$ cat config.mk
export PLATFORM = sky130hd
export DESIGN_NAME = measure_epoch_sched
export DESIGN_NICKNAME = d
export VERILOG_FILES = /design/src/rtl/measure_epoch_sched.sv
export SDC_FILE = /design/constraint.sdc
export NUM_CORES = 1
export LEC_CHECK = 0
export CAP_MARGIN = 20
export CORE_ASPECT_RATIO = 0.6
export CORE_MARGIN = 2
export CORE_UTILIZATION = 50
export CTS_CLUSTER_SIZE = 40
export DETAILED_ROUTE_END_ITERATION = 8
export HOLD_SLACK_MARGIN = 0.06
export PLACE_DENSITY_LB_ADDON = 0.2
export RECOVER_POWER = 50
export SKIP_CTS_REPAIR_TIMING = 1
export SYNTH_ARGS = -nofsm -noshare
export SYNTH_HDL_FRONTEND = slang
export SYNTH_SLANG_ARGS = --single-unit
$ cat constraint.sdc
create_clock -name clk -period 4.2 [get_ports clk]
set_input_delay 0.84 -clock clk [delete_from_list [all_inputs] [get_ports clk]]
set_output_delay 0.84 -clock clk [all_outputs]
set_load 0.005 [all_outputs]
$ cat src/rtl/measure_epoch_sched.sv
// Epoch scheduler for the ping-pong measurement counter banks: times epochs, flips the active
// bank, and hands the retired bank to the readout engine once in-flight updates have drained.
module measure_epoch_sched #(
    parameter int unsigned C_TIMER_WIDTH    = 32,
    parameter int unsigned C_EPOCH_ID_WIDTH = 16,
    parameter int unsigned C_OVR_WIDTH      = 16,
    parameter int unsigned GUARD_CYCLES     = 4
) (
    input  logic                        clk,
    input  logic                        rst,
    input  logic                        in_enable,
    input  logic [C_TIMER_WIDTH-1:0]    in_epoch_len,
    input  logic                        in_update_busy,
    input  logic                        in_read_done_1,
    input  logic                        in_read_done_2,
    output logic                        out_active_bank,
    output logic                        out_ready_read_1,
    output logic                        out_ready_read_2,
    output logic                        out_epoch_tick,
    output logic [C_EPOCH_ID_WIDTH-1:0] out_epoch_id,
    output logic [C_OVR_WIDTH-1:0]      out_overrun_cnt,
    output logic                        out_running
);

    localparam int unsigned GuardW = (GUARD_CYCLES < 1) ? 1 : $clog2(GUARD_CYCLES + 1);

    typedef enum logic [1:0] {StIdle, StRun, StGuard, StRead} state_e;

    state_e                      state_q, state_d;
    logic [C_TIMER_WIDTH-1:0]    timer_q, timer_d;
    logic [C_TIMER_WIDTH-1:0]    len_q, len_d;
    logic [GuardW-1:0]           guard_q, guard_d;
    logic                        stop_q, stop_d;
    logic                        active_q, active_d;
    logic                        rdy1_q, rdy1_d;
    logic                        rdy2_q, rdy2_d;
    logic                        tick_q, tick_d;
    logic [C_EPOCH_ID_WIDTH-1:0] id_q, id_d;
    logic [C_OVR_WIDTH-1:0]      ovr_q, ovr_d;

    logic                     expire;
    logic                     flip;
    logic                     overrun;
    logic                     done_match;
    logic                     guard_done;
    logic [C_TIMER_WIDTH-1:0] len_sample;

    assign expire     = (timer_q == len_q - C_TIMER_WIDTH'(1));
    assign len_sample = (in_epoch_len < C_TIMER_WIDTH'(2)) ? C_TIMER_WIDTH'(2) : in_epoch_len;
    // The retired bank is always the one not counting, so the done pulse is picked by active_q.
    assign done_match = active_q ? in_read_done_1 : in_read_done_2;
    assign guard_done = (guard_q >= GuardW'(GUARD_CYCLES)) && !in_update_busy;

    always_comb begin
        state_d = state_q;
        timer_d = timer_q;
        len_d   = len_q;
        guard_d = guard_q;
        stop_d  = stop_q;
        active_d = active_q;
        rdy1_d  = rdy1_q;
        rdy2_d  = rdy2_q;
        id_d    = id_q;
        ovr_d   = ovr_q;
        flip    = 1'b0;
        overrun = 1'b0;

        if (state_q != StIdle) begin
            timer_d = timer_q + C_TIMER_WIDTH'(1);
        end

        case (state_q)
            StIdle: begin
                timer_d = '0;
                if (in_enable) begin
                    state_d = StRun;
                    len_d   = len_sample;
                end
            end
            StRun: begin
                if (expire) begin
                    flip    = 1'b1;
                    state_d = StGuard;
                end else if (!in_enable) begin
                    flip    = 1'b1;
                    stop_d  = 1'b1;
                    state_d = StGuard;
                end
            end
            StGuard: begin
                if (!in_enable) begin
                    stop_d = 1'b1;
                end
                if (guard_q < GuardW'(GUARD_CYCLES)) begin
                    guard_d = guard_q + GuardW'(1);
                end
                overrun = expire;
                if (guard_done) begin
                    state_d = StRead;
                    rdy1_d  = active_q;
                    rdy2_d  = !active_q;
                end
            end
            StRead: begin
                if (!in_enable) begin
                    stop_d = 1'b1;
                end
                if (done_match) begin
                    rdy1_d = 1'b0;
                    rdy2_d = 1'b0;
                    if (stop_q || !in_enable) begin
                        state_d = StIdle;
                        stop_d  = 1'b0;
                    end else if (expire) begin
                        flip    = 1'b1;
                        state_d = StGuard;
                    end else begin
                        state_d = StRun;
                    end
                end else begin
                    // Readout is late: stretch the epoch instead of flipping onto an uncleared bank.
                    overrun = expire;
                end
            end
            default: state_d = StIdle;
        endcase

        if (flip) begin
            active_d = !active_q;
            id_d     = id_q + C_EPOCH_ID_WIDTH'(1);
            len_d    = len_sample;
            guard_d  = '0;
        end
        if (flip || (expire && state_q != StIdle)) begin
            timer_d = '0;
        end
        if (overrun && (ovr_q != {C_OVR_WIDTH{1'b1}})) begin
            ovr_d = ovr_q + C_OVR_WIDTH'(1);
        end
    end

    assign tick_d = flip;

    always_ff @(posedge clk) begin
        if (rst) begin
            state_q  <= StIdle;
            timer_q  <= '0;
            len_q    <= '0;
            guard_q  <= '0;
            stop_q   <= 1'b0;
            active_q <= 1'b0;
            rdy1_q   <= 1'b0;
            rdy2_q   <= 1'b0;
            tick_q   <= 1'b0;
            id_q     <= '0;
            ovr_q    <= '0;
        end else begin
            state_q  <= state_d;
            timer_q  <= timer_d;
            len_q    <= len_d;
            guard_q  <= guard_d;
            stop_q   <= stop_d;
            active_q <= active_d;
            rdy1_q   <= rdy1_d;
            rdy2_q   <= rdy2_d;
            tick_q   <= tick_d;
            id_q     <= id_d;
            ovr_q    <= ovr_d;
        end
    end

    assign out_active_bank  = active_q;
    assign out_ready_read_1 = rdy1_q;
    assign out_ready_read_2 = rdy2_q;
    assign out_epoch_tick   = tick_q;
    assign out_epoch_id     = id_q;
    assign out_overrun_cnt  = ovr_q;
    assign out_running      = (state_q != StIdle);

endmodule

-- Yosys cells after proc, flatten, opt, wreduce, memory -nomap -nowiden
Index checks and enable logic that the tools add are counted.
- bits in registers: 106
- latch bits: 0
- memory bits (writable): 0
- bits in read-only memories: 0
- input bits: 38
- output and inout port bits: 37
- memories: 0
- add/subtract/negate cells: 5
- $mul: 0
- divide/modulo/power cells: 0
- order comparisons: 3
- equality and inequality tests: 10
- shift-type cells: 0
- mux-type cells: 31
- bitwise operators: 0
- reductions and logical operators: 21
- operators with widths (cell ; count):
    $mux W32 ; 4
    $add A16 B1 Y16 const B ; 2
    $add A32 B1 Y32 const B ; 1
    $eq A32 B32 Y1 ; 1
    $lt A32 B2 Y1 const B ; 1
    $sub A32 B1 Y32 const B ; 1
    $ne A16 B16 Y1 const B ; 1
    $mux W1 ; 14
    $mux W2 ; 7
    $ne A2 B2 Y1 const B ; 4
    $pmux W1 S2 ; 4
    $pmux W2 S4 ; 1
    $reduce_bool A2 Y1 ; 4
    $reduce_and A2 Y1 ; 3
    $eq A2 B2 Y1 const B ; 2
    $reduce_and A4 Y1 ; 1
    $add A3 B1 Y3 const B ; 1
    $ge A3 B3 Y1 const B ; 1
    $logic_and A1 B1 Y1 ; 3
    $logic_not A1 Y1 ; 3
    $lt A3 B3 Y1 const B ; 1
    $ne A3 B3 Y1 const B ; 1
    $pmux W1 S3 ; 1
    $reduce_and A3 Y1 ; 1
    6 further kinds ; 7

-- Depth between registers and ports, before layout
Gate-level depths: netlist of the first run.
- depth in word-level cells: 8
- mapped depth: 14
- depth with buffers taken out: 11

-- Worst setup path after synthesis of the first run
No wires, ideal clock.
- path kind: flip-flop to flip-flop
- start point: register len_q[12]
- end point: register ovr_q[6] (netlist: out_overrun_cnt[6])
- setup time: 0.132 ns
- arrival time: 3.209 ns
- data required time: 4.068 ns
- setup slack: 0.860 ns
- cell stages (with the launch flop): 14
- path buffers: 4
- period minus slack after synthesis: 3.340 ns
- cell sequence: dfxtp_1 buf_4 or3_4 or4_4 buf_6 o41a_1 or3_1 a21oi_1 o2111a_4 nand3_4 buf_6 buf_2 o31ai_1 a21oi_1
- longest elaborated chain between the ends: 5
- RTL lines (what ; line ; text):
    start, declared ; 31 ; logic [C_TIMER_WIDTH-1:0] len_q, len_d;
    start signal, assigned ; 160 ; len_q <= len_d;
    $sub A32 B1 Y32 (*) ; 48 ; assign expire = (timer_q == len_q - C_TIMER_WIDTH'(1));
    $eq A32 B32 Y1 (*) ; 48 ;
    $mux W1 ; 108 ; if (done_match) begin
    $pmux W1 S2 (*) ; 72 ; case (state_q)
    $logic_and A1 B1 Y1 (*) ; 137 ; if (overrun && (ovr_q != {C_OVR_WIDTH{1'b1}})) begin
    end signal, assigned ; 168 ; ovr_q <= ovr_d;
    end, declared ; 39 ; logic [C_OVR_WIDTH-1:0] ovr_q, ovr_d;
Mark *: on every way between the ends. The rest lies on a longest branch, timed or not.
A chain may end at the register's enable or synchronous reset.

-- Worst setup path after layout of the first run
- start point: register len_q[17]
- end point: register len_q[12]
- longest elaborated chain between the ends: 8
- elaborated cells on any way between the ends: 11
- RTL lines (what ; line ; text):
    $sub A32 B1 Y32 (*) ; 48 ;
    $eq A32 B32 Y1 (*) ; 48 ;
    $mux W1 ; 114 ; end else if (expire) begin
    $mux W1 ; 111 ; if (stop_q || !in_enable) begin
    $mux W1 ; 108 ;
    $pmux W1 S2 (*) ; 72 ;
    $reduce_bool A2 Y1 (no line) ; n/a ;
    $reduce_and A2 Y1 (no line) ; n/a ;
Marks and branches as above.

==> summary.md, run 1 <==
| Metric | Value |
|---|---|
| Status | finished, final reports clean |
| Row count | 30 |
| Worst hold-check path type | flip-flop to flip-flop |
| Util after Layout | 0.617 |
| TritonRoute pass-1 iters | 5 |
| Req. time, crit path | 4.47 ns |
| R2R setup slack | 0.41 ns |
| Crit path DAT | 4.07 ns |
| Max Slew Vio Count | 0 |
| Hold Crit Depth | 2 |
| Clock transition at path regs | 0.07 ns |
| Routed Antenna Nets | 0 |
| Pin count of the biggest net entering global routing | 69 |
| Vias in the first global route | 4705 |
| First-pass GRT wire length | 23.7 mm |
| Area of the die | 12800 um^2 |
| TritonCTS buffer count | 9 |
| Nets | 826 |
| Via count | 5445 |
| Slew margin rel. | 0.300 |
| Maximum clock rate | 0.264 GHz |
| Post-route insts no fill | 947 |
| Filler Cells Inserted | 949 |
| Commonest cells post-synth | dfxtp_1 (106), nand2_1 (102), nor2_1 (67) |
| Clk Latency, worst-skew pair | 0.35 ns |
| Worst Hold End | out_ready_read_1$_SDFFE_PP0P_ |
| Worst min-delay path startpoint | out_ready_read_1$_SDFFE_PP0P_ |
| Root Buffer | clkbuf_16 |
| Fin crit share | 0.903 |
| Critical path type | flip-flop to flip-flop |
| RSZ-0062 raised after global routing | no |
| PnR worst setup slack | 0.408 ns |
| IO Pins | 75 |
| Share of cells above drive strength 1 | 0.0521 |
| Cell count after synthesis | 727 |
| Async S/R FF share, synth | 0 |
| Worst-margin pin slew | 1.05 ns |
| Synthesized flop and latch total | 106 |
| Startpoint Class | flip-flop |
| Layout area overhead | 18.8% |
| Setup violators final | 0 |
| Post-layout min period | 3.79 ns |
| GPL Wtd Cong | 0.902 |
| Worst path cell trace | or4_4, or4b_1, o221ai_1, or3b_1, o2bb2ai_1, nor4b_4, a2bb2oi_4, a21boi_4, buf_12, mux2i_1 |
| Hpwl dp | 11.0 mm |
| Top post-synthesis cells by area | dfxtp_1 (36%), nand2_1 (6.4%), mux2i_1 (6.2%) |
| CP max stage delay | 0.55 ns |
| Leakage power | 2.66 nW |
| Final Hold Viols | 0 |
| DRC | 0 |
| Sequential area share after synthesis | 0.357 |
| Die Y | 88.5 um |
| Wirelength per Cell | 15.8 um |
| Initial Util | 0.519 |
| Initial antenna violation count | 0 |
| Synth area leader | dfxtp_1 |
| Avg Cell Area, Syn | 8.17 um^2 |
| Placed cells | 931 |
| Number of antenna diodes | 0 |
| CTS tree | yes |
| Most frequent cell after synthesis | dfxtp_1 |
| Synth Flop Type | dfxtp_1 |
| TNS Setup | 0 ns |
| Max-cap viol count | 0 |
| Grt total ovfl | 0 |
| Overall routing resource usage | 0.237 |
| Crit end category | flip-flop |
| 1st-iter DRT viols | 508 |
| Total power | 2.35 mW |
| CP max-delay cell | or4b_1 |
| Worst-path fanout max | 32 |
| Worst VDD drop | 0.194 mV |
| # port buffers | 74 |
| PD cells | 333 nW/um^2 |
| Reg2Reg Launch Point | len_q[17]$_SDFFE_PP0P_ |
| Synthesized area | 5940 um^2 |
| H-Tree Depth | 3 |
| Core ar. | 11400 um^2 |
| Die width | 145 um |
| Yosys warning count | 0 |
| Setup Skew | 0.00770 ns |
| Post-Place Setup Slack | 0.339 ns |
| Clk sink count | 106 |
| Routed Wire Length | 14.9 mm |
| FF-to-FF path depth | 10 |
| Worst r2r dst | len_q[12]$_SDFFE_PP0P_ |
| Max Buffers Root-to-Sink | 2 |
| Top cell type's share of synthesized area | 0.357 |
| Cell variety after synth | 69 |
| Number of synthesized flops with an enable pin | 0 |
| Syn nets | 770 |
| Vias/cell | 5.75 |
where the power goes:
part | switching [mW] | total (mW) | internal [mW]
combinational | 0.238 | 0.458 | 0.220
clock | 0.371 | 0.790 | 0.419
sequential | 0.0654 | 1.11 | 1.04
total | 0.674 | 2.35 | 1.68
registers in the layout (all words and copies together), names as in the netlist, 2 cells and up:
register and flops:
len_q 32, timer_q 32, out_epoch_id 16, guard_q 3, out_overrun_cnt 16, state_q 2
cell type report:
type	count	area, um^2	area share
multi-input combinational	571	3600	0.510
inverter	11	41.3	0.00585
tap	160	200	0.0283
clock inverter	3	25.0	0.00354
timing repair buffer	84	826	0.117
clock buffer	12	246	0.0349
sequential	106	2120	0.300
cell families after synthesis:
kind of cell | after synthesis | share of synthesized area
adders and majority gates | 5 | 0.0105
muxes | 38 | 0.0642
DFF | 106 | 0.357
AOI/OAI and AO/OA | 102 | 0.111
xor gates and xnor gates | 70 | 0.103
and+or+nand+nor | 355 | 0.313
buffers and inverters | 51 | 0.0406
worst max path at each step:
| stage | to | startpoint |
|---|---|---|
| 2_1_floorplan | out_overrun_cnt[6]$_SDFFE_PP0P_ | len_q[12]$_SDFFE_PP0P_ |
| 3_3_place_gp | len_q[0]$_SDFFE_PP0P_ | len_q[15]$_SDFFE_PP0P_ |
| 3_5_place_dp | len_q[18]$_SDFFE_PP0P_ | len_q[15]$_SDFFE_PP0P_ |
| 4_1_cts | len_q[12]$_SDFFE_PP0P_ | len_q[17]$_SDFFE_PP0P_ |
| 5_1_grt | len_q[12]$_SDFFE_PP0P_ | len_q[17]$_SDFFE_PP0P_ |
| 6_report | len_q[12]$_SDFFE_PP0P_ | len_q[17]$_SDFFE_PP0P_ |
layout by cell type, fill, tap and decap left out, types with 8 or more instances in the layout:
cell,Yosys,layout
inv_1,10,10
or4_1,8,8
o21ai_1,8,8
xor2_1,38,38
dfxtp_1,106,106
nor3_1,13,13
nand3_1,30,30
o31ai_1,10,10
dlygate4sd3_1,0,38
mux2i_1,37,37
clkbuf_16,0,9
o21ai_0,21,21
nor4_1,23,23
nand2_1,102,102
or3_1,26,26
nand2b_1,10,10
clkdlybuf4s50_1,0,36
a21oi_1,32,32
nand4_1,23,23
nor2_1,67,67
and3_1,12,12
xnor2_1,32,32
metal layers:
layer | routed length (um) | vias to the layer above | global-route usage
met5 | 0 | - | 0
met3 | 1140 | 22 | 0.0498
met1 | 7720 | 2498 | 0.370
met2 | 5890 | 215 | 0.328
li1 | - | 2710 | -
met4 | 184 | 0 | 0.0627
stage by stage:
stage	hold WS (ns)	cell area [um^2]
final	0.472	7060
after global routing	0.511	7060
after CTS	0.478	7050
after detailed placement	0.465	6780
after global placement	0.460	6780
after floorplan	0.447	5940
worst max-delay path, delay by kind of cell (launching register included):
kind            cells  cell delay (ns)
flops               1             0.42
mux                 1             0.23
compound gates      4             1.22
buf+inv             1             0.24
simple gates        4             1.60
(Power assumes the default switching activity.)
==> run 2, diff against run 1 <==
CORE_UTILIZATION = 40   (was 50)
==> run 2 against run 1 <==
Effect of this change:
- critical endpoint is now len_q[27]$_SDFFE_PP0P_
- highest routed layer unchanged
- hold slack gained 0.0053 ns
- combinational power shrank 0.9%
- final area grew 0.80%
- sequential power is essentially flat
- first-iteration DRC count shrank 21%
- clock skew grew 0.0034 ns
- non-clock buffer count is the same
- flip-flop and latch count is the same
- cell count grew 3.9%
- die area grew 24%
- largest cell class unchanged
==> summary.md, run 2 (synthesis results as in run 1) <==
| Metric | Value |
|---|---|
| Status | finished, final reports clean |
| Wirelength per Cell | 15.0 um (-4.9%) |
| 1st-iter DRT viols | 401 (-21%) |
| Routed Wire Length | 14.8 mm (-1.2%) |
| Filler Cells Inserted | 1365 (+44%) |
| Setup Skew | 0.0111 ns (+0.00337 ns) |
| Die width | 161 um (+11%) |
| CP max-delay cell | or4b_1 |
| Final Hold Viols | 0 (unchanged) |
| Fin crit share | 0.899 (-0.00343) |
| Maximum clock rate | 0.265 GHz (+0.38%) |
| Most frequent cells in the layout | dfxtp_1 (106), nand2_1 (102), nor2_1 (67) |
| Startpoint Class | flip-flop |
| Root Buffer | clkbuf_16 |
| Crit end category | flip-flop |
| Worst path cell trace | or4_1, or4b_1, o221ai_1, or3b_1, o2bb2ai_1, nor4b_4, a2bb2oi_4, a21boi_4, buf_12, mux2i_1 |
| Routed Antenna Nets | 0 (unchanged) |
| Setup violators final | 0 (unchanged) |
| Core ar. | 14500 um^2 (+27%) |
| Via count | 5366 (-1.5%) |
| Multi-input gate area in the final layout | 3580 um^2 (-0.52%) |
| Worst VDD drop | 0.208 mV (+7.4%) |
| Row count | 34 (+13%) |
| First-pass GRT wire length | 24.2 mm (+2.2%) |
| Worst hold-check path type | flip-flop to flip-flop |
| PD cells | 329 nW/um^2 (-1.2%) |
| Critical path type | flip-flop to flip-flop |
| DRC | 0 (unchanged) |
| CP max stage delay | 0.57 ns (+0.02 ns) |
| # port buffers | 74 (unchanged) |
| Nets | 825 (-0.12%) |
| Post-layout min period | 3.78 ns (-0.0144 ns) |
| Clk sink count | 106 (unchanged) |
| Vias/cell | 5.45 (-5.2%) |
| Hpwl dp | 11.0 mm (+0.34%) |
| Layout area overhead | 19.8% |
| Worst-margin pin slew | 0.598 ns (-0.450 ns) |
| Pin count of the biggest net entering global routing | 69 (unchanged) |
| H-Tree Depth | 3 (unchanged) |
| Commonest non-fill, non-tap cell in the layout | dfxtp_1 |
| Total power | 2.34 mW (-0.46%) |
| TritonRoute pass-1 iters | 5 (unchanged) |
| Die Y | 98.4 um (+11%) |
| RSZ-0062 raised after global routing | no |
| Grt total ovfl | 0 (unchanged) |
| Number of antenna diodes | 0 (unchanged) |
| CTS tree | yes |
| GPL Wtd Cong | 0.878 (-2.6%) |
| Vias in the first global route | 4816 (+2.4%) |
| Max Slew Vio Count | 0 (unchanged) |
| Crit path DAT | 4.05 ns (-0.02 ns) |
| Initial Util | 0.410 (-0.109) |
| TritonCTS buffer count | 9 (unchanged) |
| Worst-path fanout max | 32 (unchanged) |
| Max-cap viol count | 0 (unchanged) |
| Req. time, crit path | 4.47 ns (about the same) |
| Slew margin rel. | 0.598 (+0.297) |
| FF/Latch Area | 2120 um^2 (unchanged) |
| Largest regs | len_q (32), timer_q (32) |
| Initial antenna violation count | 0 (unchanged) |
| Max Buffers Root-to-Sink | 2 (unchanged) |
| Share of cells above drive strength 1 | 0.0496 (-0.00248) |
| Leakage power | 2.66 nW (+0.24%) |
| TNS Setup | 0 ns (unchanged) |
| Clk Latency, worst-skew pair | 0.35 ns (about the same) |
| R2R setup slack | 0.42 ns (about the same) |
| Area of the die | 15900 um^2 (+24%) |
| IO Pins | 75 (unchanged) |
| Clock transition at path regs | 0.07 ns (about the same) |
| Overall routing resource usage | 0.187 (-0.0501) |
run 2: cell types whose count changed in the layout (fill, tap and decap cells not counted):
cell / before / now
clkbuf_1: 2 / 1
or4_1: 8 / 9
clkbuf_2: 1 / 0
buf_12: 1 / 3
a2bb2oi_2: 1 / 0
mux2_1: 0 / 1
inv_6: 1 / 0
or4_4: 3 / 2
clkbuf_4: 1 / 0
mux2_2: 1 / 0
clkinvlp_4: 1 / 2
clkinv_2: 0 / 1
run 2: final timing paths:
check | startpoint | end | cells after the start
min | out_ready_read_1$_SDFFE_PP0P_ | out_ready_read_1$_SDFFE_PP0P_ | 2
max reg2reg | len_q[17]$_SDFFE_PP0P_ | len_q[27]$_SDFFE_PP0P_ | 10
max | len_q[17]$_SDFFE_PP0P_ | len_q[27]$_SDFFE_PP0P_ | 10
min reg2reg | out_ready_read_1$_SDFFE_PP0P_ | out_ready_read_1$_SDFFE_PP0P_ | 2
run 2: power by group:
group          total, mW  switching (mW)  internal [mW]
Combinational      0.454           0.236          0.218
Clock              0.785           0.370          0.416
Sequential          1.10          0.0628           1.04
Total               2.34           0.669           1.67
run 2: routing by layer:
layer	wire length (um)	global-route usage
met3	957	0.0387
met5	0	0
met2	5770	0.257
met1	7900	0.296
met4	146	0.0391
run 2: per-stage QoR:
stage,util,hold WS (ns),setup WS [ns],instance area (um^2),std cells
3_3_place_gp,0.471,0.463,0.552,6830,968
5_1_grt,0.491,0.505,0.215,7120,984
3_5_place_dp,0.471,0.474,0.458,6830,968
4_1_cts,0.490,0.483,0.430,7100,983
6_report,0.491,0.478,0.422,7120,984
2_1_floorplan,-,0.447,0.860,5940,727
run 2: worst max-delay path: cells and delay by family, from the launching register on:
kind | cells | cell delay [ns]
compound gates | 4 | 1.22
flops | 1 | 0.39
mux | 1 | 0.23
buf+inv | 1 | 0.24
simple gates | 4 | 1.57
run 2: cell type report:
cell class	instances	share of cell area
clock buffers	11	0.0341
multi-input cells	570	0.503
inverters	11	0.00580
clock inverters	4	0.00404
well taps	198	0.0348
flip-flops and latches	106	0.298
repair buffers	84	0.120
==> run 3, diff against run 2 <==
REMOVE_ABC_BUFFERS = 1   (was not set)
==> run 3 against run 2 <==
Effect of this change:
- non-clock buffer count increased by 3
- critical path depth decreased by 1
- hold slack got worse by 0.0023 ns
- clock skew decreased by 0.0053 ns
- first-iteration DRC count decreased by 2.7%
- final area increased by 0.46%
- flip-flop and latch count unchanged
- clock power increased by 21%
==> summary.md, run 3 (synthesis results as in run 1) <==
| Metric | Value |
|---|---|
| Status | finished, final reports clean |
| Startpoint Class | flip-flop |
| CTS tree | yes |
| Vias/cell | 5.53 (+1.3%) |
| Clock transition at path regs | 0.07 ns (about the same) |
| Worst VDD drop | 0.186 mV (-11%) |
| Max Slew Vio Count | 0 (unchanged) |
| Worst-margin pin slew | 0.702 ns (+0.104 ns) |
| Util after Layout | 0.493 (+0.00224) |
| Crit end category | flip-flop |
| Setup violators final | 0 (unchanged) |
| Power Internal | 1.81 mW (+8.3%) |
| Area of the die | 15900 um^2 (unchanged) |
| CP max-delay cell | or4_4 |
| Initial Util | 0.410 (unchanged) |
| Root Buffer | clkbuf_16 |
| Worst path cell trace | or4_4, or3_1, o41a_1, or3_1, a21oi_1, o2111a_1, nand3_4, or4_1, a21oi_1 |
| Most frequent cells in the layout | dfxtp_1 (106), nand2_1 (102), nor2_1 (67) |
| Overall routing resource usage | 0.199 (+0.0116) |
| Nets | 828 (+0.36%) |
| Die Y | 98.4 um (unchanged) |
| Initial antenna violation count | 0 (unchanged) |
| DRC | 0 (unchanged) |
| Pin count of the biggest net entering global routing | 38 (-45%) |
| PD cells | 351 nW/um^2 (+6.8%) |
| Worst hold-check path type | flip-flop to flip-flop |
| Worst Hold Slack | 0.475 ns (-0.00228 ns) |
| TNS Setup | 0 ns (unchanged) |
| Hpwl dp | 11.6 mm (+5.5%) |
| Critical path type | flip-flop to flip-flop |
| RSZ-0062 raised after global routing | no |
| CP delay by family, top | simple AND/OR/NAND/NOR gates |
| Req. time, crit path | 4.49 ns (+0.02 ns) |
| IO Pins | 75 (unchanged) |
| Commonest non-fill, non-tap cell in the layout | dfxtp_1 |
| 1st-iter DRT viols | 390 (-2.7%) |
| GPL Wtd Cong | 0.866 (-1.4%) |
| Layout area overhead | 20.3% |
| Clk sink count | 106 (unchanged) |
| Row count | 34 (unchanged) |
| Sequential power share | 0.439 (-0.032) |
| First-pass GRT wire length | 25.4 mm (+4.9%) |
| Worst-path fanout max | 26 (-19%) |
| Slew margin rel. | 0.532 (-0.0662) |
| Post-route insts no fill | 988 (+0.41%) |
| P_sw | 700 uW (+4.6%) |
| Setup Skew | 0.00574 ns (-0.00532 ns) |
| CP max stage delay | 0.56 ns (about the same) |
| Core ar. | 14500 um^2 (unchanged) |
| Post-layout min period | 3.84 ns (+0.0647 ns) |
| Largest regs | len_q (32), timer_q (32) |
| Comb power frac | 0.183 (-0.011) |
| Via count | 5460 (+1.8%) |
| Die width | 161 um (unchanged) |
| Clock power share | 0.378 (+0.043) |
| H-Tree Depth | 3 (unchanged) |
| Routed Antenna Nets | 0 (unchanged) |
| Max-cap viol count | 0 (unchanged) |
| Fin crit share | 0.915 (+0.0154) |
| CP bufs+invs | 0 (-1) |
| # port buffers | 74 (unchanged) |
| TritonRoute pass-1 iters | 5 (unchanged) |
| Placed cells | 972 (+0.41%) |
| Wirelength per Cell | 15.9 um (+5.6%) |
| Share of cells above drive strength 1 | 0.0519 (+0.00228) |
| Switching Fraction | 0.278 (-0.00703) |
| Crit path DAT | 4.13 ns (+0.08 ns) |
| Leakage power | 2.68 nW (+0.75%) |
| Grt total ovfl | 0 (unchanged) |
| Vias in the first global route | 4927 (+2.3%) |
| Final Hold Viols | 0 (unchanged) |
| Max Buffers Root-to-Sink | 2 (unchanged) |
| Number of antenna diodes | 0 (unchanged) |
| Maximum clock rate | 0.260 GHz (-1.7%) |
| Routed Wire Length | 15.7 mm (+6.1%) |
| TritonCTS buffer count | 9 (unchanged) |
| Filler Cells Inserted | 1354 (-0.81%) |
| Clk Latency, worst-skew pair | 0.36 ns (about the same) |
## run 3: area by class of cell
cell class	instances	area (um^2)	share of cell area
multi-input cells	570	3560	0.498
clock inverters	4	73.8	0.0103
well taps	198	248	0.0346
flip-flops and latches	106	2120	0.297
clock buffers	12	256	0.0359
inverters	11	41.3	0.00577
repair buffers	87	847	0.118
## run 3: per-stage QoR
step	total power, mW	instance area [um^2]	setup WS (ns)
after floorplan	1.42	5740	-0.315
after global placement	1.57	6850	0.474
after detailed placement	1.59	6850	0.372
after CTS	2.53	7180	0.354
after global routing	2.61	7150	0.0996
final	2.51	7150	0.358
## run 3: power groups by stage
stage	sequential, mW	combinational, mW	clock, mW
floorplan	1.10	0.314	0
global placement	1.12	0.450	0
detailed placement	1.12	0.463	0
CTS	1.10	0.466	0.962
global route	1.11	0.501	1.00
finish	1.10	0.461	0.949
## run 3: worst paths after layout
path	startpoint	end	slack, ns	depth (start not counted)
max	len_q[22]$_SDFFE_PP0P_	out_overrun_cnt[15]$_SDFFE_PP0P_	0.36	9
min	out_ready_read_1$_SDFFE_PP0P_	out_ready_read_1$_SDFFE_PP0P_	0.48	2
max reg2reg	len_q[22]$_SDFFE_PP0P_	out_overrun_cnt[15]$_SDFFE_PP0P_	0.36	9
min reg2reg	out_ready_read_1$_SDFFE_PP0P_	out_ready_read_1$_SDFFE_PP0P_	0.48	2
## run 3: worst min-delay path: stages, from the launching register on
cell and delay [ns]:
dfxtp_1 0.31, nand3_1 0.06, a21oi_1 0.06
## run 3: metal layers
metal	up-vias	GRT usage	share of wire
met5	-	0	0
met1	2569	0.294	0.52
met2	165	0.282	0.40
met4	0	0.0570	0.011
li1	2706	-	-
met3	20	0.0526	0.073
